File: src/rtl/sound_cmd_pkg.sv
// Shared definitions for the sound command/reply port: register selects,
// status bit positions and the drain FSM encoding.
package sound_cmd_pkg;

  localparam logic [1:0] SEL_DATA = 2'd0;
  localparam logic [1:0] SEL_STAT = 2'd1;
  localparam logic [1:0] SEL_ACK  = 2'd2;
  localparam logic [1:0] SEL_RSVD = 2'd3;

  localparam int ST_EMPTY = 0;
  localparam int ST_FULL  = 1;
  localparam int ST_RDY   = 2;
  localparam int ST_IRQ   = 3;
  localparam int ST_OVF   = 4;

  localparam int CTRL_IRQ_EN = 0;
  localparam int CTRL_FLUSH  = 1;

  localparam logic [7:0] READ_IDLE = 8'hFF;

  typedef enum logic [1:0] {
    S_IDLE = 2'd0,
    S_SEND = 2'd1,
    S_HOLD = 2'd2
  } drain_state_t;

  function automatic logic [7:0] pack_status(input logic ovf, input logic irq_pend,
                                             input logic rdy, input logic full,
                                             input logic empty);
    logic [7:0] s;
    s           = '0;
    s[ST_OVF]   = ovf;
    s[ST_IRQ]   = irq_pend;
    s[ST_RDY]   = rdy;
    s[ST_FULL]  = full;
    s[ST_EMPTY] = empty;
    return s;
  endfunction

endpackage

File: src/rtl/sound_cmd_port_if.sv
// Main-CPU register bus of the sound command port.
// Strobes: wr and rd are single-cycle and only act when cs is high; there is no
// back-pressure, and dout is valid the cycle after rd and holds until the next read.
interface sound_cmd_port_if;
  logic       cs;
  logic       wr;
  logic       rd;
  logic [1:0] reg_sel;
  logic [7:0] din;
  logic [7:0] dout;
  logic       irq;

  modport master (output cs, wr, rd, reg_sel, din, input dout, irq);
  modport slave  (input cs, wr, rd, reg_sel, din, output dout, irq);
endinterface

File: src/rtl/sound_cmd_fifo.sv
// Command byte FIFO: DEPTH x 8, head visible combinationally, flush clears it.
module sound_cmd_fifo #(
  parameter int DEPTH = 4
) (
  input  logic       clk_sys,
  input  logic       reset,
  input  logic       push,
  input  logic [7:0] push_data,
  input  logic       pop,
  input  logic       flush,
  output logic [7:0] head,
  output logic       full,
  output logic       empty
);

  localparam int AW = $clog2(DEPTH);

  logic [7:0]    mem [DEPTH];
  logic [AW-1:0] wr_ptr;
  logic [AW-1:0] rd_ptr;
  logic [AW:0]   count;
  logic          do_push;
  logic          do_pop;

  // Full is judged on the registered count, so a pop in the same cycle
  // does not make room for a push.
  assign full    = (count == (AW+1)'(DEPTH));
  assign empty   = (count == '0);
  assign do_push = push & ~full;
  assign do_pop  = pop & ~empty;
  assign head    = mem[rd_ptr];

  always_ff @(posedge clk_sys) begin
    if (reset || flush) begin
      wr_ptr <= '0;
      rd_ptr <= '0;
      count  <= '0;
    end else begin
      if (do_push) wr_ptr <= wr_ptr + AW'(1);
      if (do_pop)  rd_ptr <= rd_ptr + AW'(1);
      case ({do_push, do_pop})
        2'b10:   count <= count + (AW+1)'(1);
        2'b01:   count <= count - (AW+1)'(1);
        default: count <= count;
      endcase
    end
  end

  always_ff @(posedge clk_sys) begin
    if (do_push && !flush && !reset) mem[wr_ptr] <= push_data;
  end

endmodule

File: src/rtl/sound_cmd_port.sv
// Main-CPU endpoint of the sound board latches: queues command bytes and paces
// them into the command latch, returns reply bytes and raises the reply IRQ.
module sound_cmd_port
  import sound_cmd_pkg::*;
#(
  parameter int DEPTH = 4,
  parameter int GAP   = 256
) (
  input  logic               clk_sys,
  input  logic               reset,
  sound_cmd_port_if.slave    bus,
  output logic               latch_wr,
  output logic [7:0]         latch_din,
  output logic               latch_rd,
  input  logic [7:0]         latch_dout,
  input  logic               latch_rdy,
  output drain_state_t       dbg_state
);

  localparam int CW = $clog2(GAP);
  localparam logic [CW-1:0] GAP_LOAD = CW'(GAP - 1);

  logic         wr_acc, rd_acc;
  logic         cmd_wr, ctl_wr, ack_wr;
  logic         rep_rd, stat_rd;
  logic         flush;

  logic [7:0]   fifo_head;
  logic         fifo_full, fifo_empty;
  logic         fifo_pop;

  drain_state_t state;
  logic [CW-1:0] gap_cnt;

  logic         ovf;
  logic         irq_pend;
  logic         irq_en;
  logic         rdy_q;
  logic         rdy_rise;
  logic [7:0]   status;

  assign wr_acc  = bus.cs & bus.wr;
  assign rd_acc  = bus.cs & bus.rd;
  assign cmd_wr  = wr_acc & (bus.reg_sel == SEL_DATA);
  assign ctl_wr  = wr_acc & (bus.reg_sel == SEL_STAT);
  assign ack_wr  = wr_acc & (bus.reg_sel == SEL_ACK);
  assign rep_rd  = rd_acc & (bus.reg_sel == SEL_DATA);
  assign stat_rd = rd_acc & (bus.reg_sel == SEL_STAT);
  assign flush   = ctl_wr & bus.din[CTRL_FLUSH];

  assign fifo_pop  = (state == S_SEND);
  assign rdy_rise  = latch_rdy & ~rdy_q;
  assign dbg_state = state;

  always_comb begin
    status = pack_status(ovf, irq_pend, latch_rdy, fifo_full, fifo_empty);
  end

  sound_cmd_fifo #(.DEPTH(DEPTH)) u_fifo (
    .clk_sys   (clk_sys),
    .reset     (reset),
    .push      (cmd_wr),
    .push_data (bus.din),
    .pop       (fifo_pop),
    .flush     (flush),
    .head      (fifo_head),
    .full      (fifo_full),
    .empty     (fifo_empty)
  );

  // latch_wr is registered on entry to SEND so it is high exactly while the
  // FSM sits in SEND; a flush blocks that entry, suppressing the send.
  always_ff @(posedge clk_sys) begin
    if (reset) begin
      state     <= S_IDLE;
      gap_cnt   <= '0;
      latch_wr  <= 1'b0;
      latch_din <= '0;
    end else begin
      latch_wr <= 1'b0;
      if (flush) begin
        state   <= S_IDLE;
        gap_cnt <= '0;
      end else begin
        case (state)
          S_IDLE: begin
            if (!fifo_empty) begin
              state     <= S_SEND;
              latch_wr  <= 1'b1;
              latch_din <= fifo_head;
            end
          end
          S_SEND: begin
            gap_cnt <= GAP_LOAD;
            state   <= S_HOLD;
          end
          S_HOLD: begin
            gap_cnt <= gap_cnt - CW'(1);
            if (gap_cnt == CW'(1)) begin
              if (!fifo_empty) begin
                state     <= S_SEND;
                latch_wr  <= 1'b1;
                latch_din <= fifo_head;
              end else begin
                state <= S_IDLE;
              end
            end
          end
          default: begin
            state   <= S_IDLE;
            gap_cnt <= '0;
          end
        endcase
      end
    end
  end

  // Read data, reply acknowledge, sticky overflow and interrupt bookkeeping.
  always_ff @(posedge clk_sys) begin
    if (reset) begin
      bus.dout <= READ_IDLE;
      bus.irq  <= 1'b0;
      latch_rd <= 1'b0;
      ovf      <= 1'b0;
      irq_pend <= 1'b0;
      irq_en   <= 1'b1;
      rdy_q    <= 1'b0;
    end else begin
      rdy_q    <= latch_rdy;
      latch_rd <= rep_rd;

      if (rep_rd)       bus.dout <= latch_dout;
      else if (stat_rd) bus.dout <= status;
      else if (rd_acc)  bus.dout <= READ_IDLE;

      if (cmd_wr && fifo_full) ovf <= 1'b1;
      else if (stat_rd)        ovf <= 1'b0;

      if (rdy_rise)              irq_pend <= 1'b1;
      else if (rep_rd || ack_wr) irq_pend <= 1'b0;

      if (ctl_wr) irq_en <= bus.din[CTRL_IRQ_EN];

      bus.irq <= irq_pend & irq_en;
    end
  end

endmodule

File: src/flat_wrapper.sv
// flat-port wrapper written by rule: the top's interface ports become plain ports
module sound_cmd_port_flat import sound_cmd_pkg::*;
#(
  parameter int DEPTH = 4,
  parameter int GAP   = 256
)
  (clk_sys, reset, latch_wr, latch_din, latch_rd, latch_dout, latch_rdy, dbg_state, bus_cs, bus_wr, bus_rd, bus_reg_sel, bus_din, bus_dout, bus_irq);
  sound_cmd_port_if bus_i ();
  input  logic clk_sys;
  input  logic reset;
  output logic latch_wr;
  output logic [7:0] latch_din;
  output logic latch_rd;
  input  logic [7:0] latch_dout;
  input  logic latch_rdy;
  output drain_state_t dbg_state;
  input wire logic [$bits(bus_i.cs)-1:0] bus_cs;
  input wire logic [$bits(bus_i.wr)-1:0] bus_wr;
  input wire logic [$bits(bus_i.rd)-1:0] bus_rd;
  input wire logic [$bits(bus_i.reg_sel)-1:0] bus_reg_sel;
  input wire logic [$bits(bus_i.din)-1:0] bus_din;
  output wire logic [$bits(bus_i.dout)-1:0] bus_dout;
  output wire logic [$bits(bus_i.irq)-1:0] bus_irq;
  assign bus_i.cs = bus_cs;
  assign bus_i.wr = bus_wr;
  assign bus_i.rd = bus_rd;
  assign bus_i.reg_sel = bus_reg_sel;
  assign bus_i.din = bus_din;
  assign bus_dout = bus_i.dout;
  assign bus_irq = bus_i.irq;
  sound_cmd_port #(.DEPTH(DEPTH), .GAP(GAP)) u_core (.clk_sys(clk_sys), .reset(reset), .bus(bus_i), .latch_wr(latch_wr), .latch_din(latch_din), .latch_rd(latch_rd), .latch_dout(latch_dout), .latch_rdy(latch_rdy), .dbg_state(dbg_state));
endmodule
File: config.mk
export PLATFORM = sky130hd
export DESIGN_NAME = sound_cmd_port_flat
export DESIGN_NICKNAME = d
export VERILOG_FILES = /design/src/rtl/sound_cmd_pkg.sv /design/src/rtl/sound_cmd_port_if.sv /design/src/rtl/sound_cmd_fifo.sv /design/src/rtl/sound_cmd_port.sv /design/src/flat_wrapper.sv
export SDC_FILE = /design/constraint.sdc
export NUM_CORES = 1
export LEC_CHECK = 0
export BUFFER_PORTS_ARGS = -buffer_cell sky130_fd_sc_hd__buf_2
export CAP_MARGIN = 20
export CORE_ASPECT_RATIO = 0.9
export CORE_MARGIN = 2
export CORE_UTILIZATION = 51
export DETAILED_ROUTE_END_ITERATION = 7
export PLACE_DENSITY = 0.75
export REMOVE_ABC_BUFFERS = 1
export SYNTH_ARGS = -nofsm -noshare
export SYNTH_HDL_FRONTEND = slang
export SYNTH_SLANG_ARGS = --single-unit
File: constraint.sdc
create_clock -name clk_sys -period 2.45 [get_ports clk_sys]
set_input_delay 0.49 -clock clk_sys [delete_from_list [all_inputs] [get_ports clk_sys]]
set_output_delay 0.49 -clock clk_sys [all_outputs]
set_load 0.005 [all_outputs]
# After elaboration in Yosys (flattened, before gate mapping)
# Memories as Yosys holds them, arrays and structs flattened. A register that Yosys moved wholly into a read port is not among the register bits.
# Cells that the tools add are included.
# word_totals
ram_bits	32
elab_cells	87
memories	1
out_inout_bits	21
reg_bits	40
# mem_list
memory	depth	width	read_ports	rd_clocked_by_memory_dff	write_ports	line	rtl
u_core.u_fifo.mem	4	8	1	1	1	sound_cmd_fifo.sv:18	logic [7:0] mem [DEPTH];
# classes
n_eq_ne	10
mux	23
bitwise	16
n_reduce_logical	18
addsub	5
# op_table
cell	n
two-way mux 8 bit	5
one-hot mux 8 bit (3 select lines)	1
one-hot mux 8 bit (2 select lines)	1
bitwise AND 1 bit	12
two-way mux 1 bit	9
== test 8 x 1 -> 1 bit (second input constant)	1
two-way mux 2 bit	4
nonzero test 2 bit	4
subtractor 8 x 1 -> 8 bit (second input constant)	1
== test 2 x 1 -> 1 bit (second input constant)	3
== test 2 bit (second input constant)	3
one-hot mux 2 bit (3 select lines)	1
one-hot mux 3 bit (2 select lines)	1
adder 2 x 1 -> 2 bit (second input constant)	2
logical NOT 2 bit	2
inverter 1 bit	4
adder 3 x 1 -> 3 bit (second input constant)	1
== test 3 bit (second input constant)	1
logical AND 1 bit	3
logical NOT 3 bit	1
AND reduction 3 bit	1
nonzero test 3 bit	1
subtractor 3 x 1 -> 3 bit (second input constant)	1
logical NOT 1 bit	2
6 further kinds	7

# Logic depth before layout (Yosys ltp)
# logic_depth
depth_word	8
ltp_mapped	9

# Cells and area by module
# Synthesis repeated with hierarchy kept, for this count alone.
# unflattened
cells_unflattened	287
area_unflattened_um2	3353.2
# modules_own_cells
mod	instances	area_each_um2	cells_per_inst
sound_cmd_port	1	1700.4	190
sound_cmd_fifo	1	1652.8	97

# Worst setup path after synthesis
# No wires, ideal clock.
# synth_timing
path_kind	input port to flip-flop
start	input bus_reg_sel[0]
end	register u_core.u_fifo.count[2]
setup_slack_ns	0.097
stages	9
arrival_time_ns	2.284
setup_ns	0.070
path_cell_list	clkbuf_1 and4bb_2 nand2_1 ha_1 inv_1 fa_1 xor2_1 or3_1 a21oi_1
# synth_between
elab_chain_cells	5
# synth_rtl
element	line	rtl
start: declaration	flat_wrapper.sv:20	input wire logic [$bits(bus_i.reg_sel)-1:0] bus_reg_sel;
logical NOT 2 bit	sound_cmd_port.sv:44	assign cmd_wr = wr_acc & (bus.reg_sel == SEL_DATA);
bitwise AND 1 bit	sound_cmd_port.sv:44	
bitwise AND 1 bit	sound_cmd_fifo.sv:29	assign do_push = push & ~full;
== test 2 x 1 -> 1 bit / == test 2 bit (equally long branches)	sound_cmd_fifo.sv:41	case ({do_push, do_pop})
one-hot mux 3 bit (2 select lines) / nonzero test 2 bit (equally long branches)	n/a	
end signal: assignment	sound_cmd_fifo.sv:42	2'b10: count <= count + (AW+1)'(1);
end signal: assignment	sound_cmd_fifo.sv:43	2'b01: count <= count - (AW+1)'(1);
end signal: assignment	sound_cmd_fifo.sv:44	default: count <= count;
end: declaration	sound_cmd_fifo.sv:21	logic [AW:0] count;
# Several ways; a longest one is shown, not always the timed one.
# A chain may end at the register's enable or synchronous reset.

# Final worst setup path
# layout_timing
start	register u_core.u_fifo.count[2]
end	register u_core.u_fifo.count[2]
# layout_between
elab_chain_cells	5
# layout_rtl
element	line
== test 3 bit / logical NOT 3 bit (equally long branches)	sound_cmd_fifo.sv:27, sound_cmd_fifo.sv:28
inverter 1 bit (on tied branches)	sound_cmd_fifo.sv:29, sound_cmd_fifo.sv:30
bitwise AND 1 bit (on tied branches)	sound_cmd_fifo.sv:29, sound_cmd_fifo.sv:30
== test 2 x 1 -> 1 bit / == test 2 bit (equally long branches)	sound_cmd_fifo.sv:41
one-hot mux 3 bit (2 select lines) / nonzero test 2 bit (equally long branches)	n/a
# Several ways; a longest one is shown, not always the timed one.

==> results.tsv <==
stage	metric	value	unit
floorplan	fp.dieArea	6898	um2
min_path	hold_start	bus_din[3]	
floorplan	row_count	27	
logic_synthesis	yosys.area_share.simple	13.86	%
clock_network	htree_levels	3	
routing	drt-met1-wl	2824	um
clock_network	tritoncts	built	
floorplan	pin_count	45	
routing	drt_iter0_drc	148	
critical_path	cp_data_required_time	2730	ps
placement	gp_congestion	0.7877	
critical_path	crit_path_start	u_core.u_fifo.count[2]$_SDFFE_PP0P_	
clock_network	clkSlewWorstSetupHoldPaths	80	ps
critical_path	slowest_delay	420	ps
critical_path	startpoint_type	register	
sta	setup_slack	220.5	ps
critical_path	cp-endpoint	u_core.u_fifo.count[2]$_SDFFE_PP0P_	
sta	max_slew_margin	49.48	%
routing	topRoutingLayerUsed	met4	
sta	drv_slew	0	
clock_network	hold_buffers	0	
routing	vias	2295	
floorplan	initial_core_util	52.41	%
layout	area_growth	18.02	%
routing	antenna_left	0	
sta	finClkSkew	5.105	ps
critical_path	path_class	register to register	
floorplan	die_y	78.99	um
logic_synthesis	synth_compound_area_share	14.45	%
critical_path	cp_top_family	simple AND/OR/NAND/NOR gates	
routing	dr_wl_met3	459	um
run_status	status	finished clean	
layout	nNetsFinal	366	
global_route	grt_max_degree	23	
layout	n_antenna_cell	0	
layout	drive_above_1_share	24.18	%
logic_synthesis	synth_warnings	0	
critical_path	critical_path_depth	8	
sta	max_freq	0.4485	GHz
critical_path	arrival	2510	ps
sta	timing.final.crit_period	2230	ps
sta	min_period_over_period	91.00	%
critical_path	slowest_stage	or3b_4	
logic_synthesis	ys_types	42	
sta	setup_viol	0	
clock_network	cts_resized	0	
sta	tightest_slew	750.8	ps
critical_path	cp_num_buf_inv	1	
power	p_leak	1.382	nW
clock_network	cts.path.max_buffers	2	
critical_path	r2r_end	u_core.u_fifo.count[2]$_SDFFE_PP0P_	
routing	route.met2.wl	2985	um
logic_synthesis	synth_top_family_by_area	compound AO/OA/AOI/OAI gates	
logic_synthesis	synth_mux_area_share	5.968	%
clock_network	clk_latency	350	ps
logic_synthesis	syn-cell-area	3187	um2
logic_synthesis	async_reset_ff_share	0	%
clock_network	numCtsBuffers	9	
logic_synthesis	synth_edf_count	32	
clock_network	postCtsSetupRepairBufs	0	
critical_path	reg2reg_from	u_core.u_fifo.count[2]$_SDFFE_PP0P_	
routing	drc	0	
sta	timing_hold_violations_final	0	
routing	drt_wl_total	6329	um
placement	hpwl	4386	um
clock_network	root_buffer	clkbuf_8	
flow_run	cap_violations	0	
global_route	grt_pass1_vias	2243	
power	power-per-cell-area	705.7	nW/um2
sta	setup_total_negative_slack	0	ps
global_route	grt_remaining_overflow	0	
placement	pre_cts_ws	93.39	ps
logic_synthesis	synth_xor_area_share	1.374	%
routing	drt-pass1-iter-count	4	
routing	avgViaCountPerCell	5.639	
logic_synthesis	yosysSeqAreaShare	56.54	%
critical_path	end_kind	register	
placement	numPortBuffers	44	
critical_path	regToRegSetupSlack	220	ps
logic_synthesis	postSynthAreaPerCell	11.38	um2
clock_network	cts_sinks	74	
critical_path	crit_path_cell_trace	or3b_4 -> nand2_2 -> ha_1 -> inv_1 -> fa_1 -> xor2_1 -> or3_1 -> a21oi_1	
power	peakVddDrop	0.3902	mV
floorplan	dieWidth	87.33	um
logic_synthesis	synthAdderAreaFrac	4.947	%
logic_synthesis	synth-main-ff-cell	dfxtp_1	
floorplan	coreArea	6081	um2
sta	rsz0062_at_grt	false	
critical_path	rr_worst_depth	8	
global_route	grt_pass1_wl	10580	um
global_route	antenna_found_initial	0	
routing	wire_per_inst	15.55	um
logic_synthesis	synthCells	280	
global_route	grt_util_all_layers	20.18	%
critical_path	cp_max_fo	5	
logic_synthesis	ys_ff_latch	74	
power	p_total	0.002654	W
min_path	hold_path.class	input pin to register	
-- cell usage after synthesis (all sizes together) (2+ instances only) --
master  number  area share (%)
dfxtp       42              26
edfxtp      32              30
a21oi       28             4.4
nor2        25             3.0
o21ai       20             3.1
inv         12             1.4
nand2       12             1.4
ha          11             4.3
nand3       11             1.7
and2         9             1.8
mux4         8             5.7
a211o        7             1.9
a31oi        7             1.4
clkbuf       6            0.71
nor3         6            0.94
buf          5            0.75
nor2b        4            0.79
a211oi       3            0.71
nor4         3             1.1
xor2         3            0.82
a21o         2            0.47
a41oi        2             1.1
nand2b       2            0.39
nand4        2            0.39
o21bai       2            0.47
o31ai        2            0.47
or3          2            0.39
or3b         2            0.55
xnor2        2            0.55
-- worst min-delay path by stage --
stage | endpoint | cells past startpoint
after floorplan | u_core.bus.irq$_SDFF_PP0_ | 2
after global placement | u_core.bus.irq$_SDFF_PP0_ | 2
after detailed placement | u_core.bus.irq$_SDFF_PP0_ | 2
after CTS | u_core.u_fifo.mem[0][3]$_DFFE_PP_ | 1
after global routing | u_core.u_fifo.mem[0][3]$_DFFE_PP_ | 1
final | u_core.u_fifo.mem[0][3]$_DFFE_PP_ | 1
-- logic make-up (layout without fill, tap and decap cells) --
group	Yosys count	in the layout
AO/OA/AOI/OAI	74	74
XOR/XNOR	5	5
adder cells (fa/ha/maj)	12	12
buffers and inverters	23	78
flip-flops	74	74
multiplexers	9	9
AND/OR/NAND/NOR	83	83
-- stage by stage --
| stage | instances | utilization (%) | instance area (um2) | hold slack, ps |
|---|---|---|---|---|
| 5_1_grt | 407 | 61.85 | 3761 | 353.3 |
| 2_1_floorplan | 269 | - | 3141 | 412.2 |
| 3_5_place_dp | 391 | 57.49 | 3496 | 429.0 |
| 6_report | 407 | 61.85 | 3761 | 358.5 |
| 4_1_cts | 407 | 61.77 | 3756 | 343.5 |
| 3_3_place_gp | 391 | 57.49 | 3496 | 429.8 |
-- flip-flops by register name, indices dropped and copies added, names as in the netlist, named ones only --
| name | cells |
|---|---|
| u_core.u_fifo.count | 3 |
| u_core.latch_din | 8 |
| u_core.latch_rd | 1 |
| u_core.irq_pend | 1 |
| u_core.bus.irq | 1 |
| u_core.u_fifo.mem | 32 |
| u_core.u_fifo.rd_ptr | 2 |
| u_core.dbg_state | 2 |
| u_core.rdy_q | 1 |
| u_core.u_fifo.wr_ptr | 2 |
| u_core.gap_cnt | 8 |
| u_core.latch_wr | 1 |
| u_core.irq_en | 1 |
| u_core.ovf | 1 |
| u_core.bus.dout | 8 |
-- layer usage --
layer  vias to the layer above  GRT usage, %
met2                        81         31.67
met3                         6         6.965
met1                      1081         26.56
met4                         0         5.846
li1                       1127             -
met5                         -             0
-- report_power, final --
part / total (W) / internal, W / switching (W)
clock network: 0.00119 / 0.000738 / 0.000456
logic: 0.000145 / 0.0000625 / 0.0000830
registers: 0.00131 / 0.00130 / 0.0000110
-- worst register-to-register path, stage by stage, from the launching register on --
cell     delay [ps]
dfxtp_1         380
or3b_4          420
nand2_2         110
ha_1            190
inv_1            60
fa_1            370
xor2_1          160
or3_1           310
a21oi_1         160
-- area by class of cell --
class | instances | area [um2]
clock inverters | 6 | 111.4
flip-flops and latches | 74 | 1802
fillers | 499 | 2320
inverters | 12 | 45.04
multi-input cells | 183 | 1299
clock buffers | 10 | 148.9
repair buffers | 50 | 265.3
well taps | 72 | 90.09
-- cells in the final DEF, fill, tap and decap left out, drive strengths merged, types with 4 or more instances in the layout --
cell type / instances
clkbuf: 10
nor3: 6
nor2: 25
inv: 12
buf: 50
o21ai: 20
a21oi: 28
and2: 9
dfxtp: 42
nand3: 11
mux4: 8
a31oi: 7
ha: 11
edfxtp: 32
nor2b: 4
a211o: 7
nand2: 12
(Power assumes the default switching activity.)
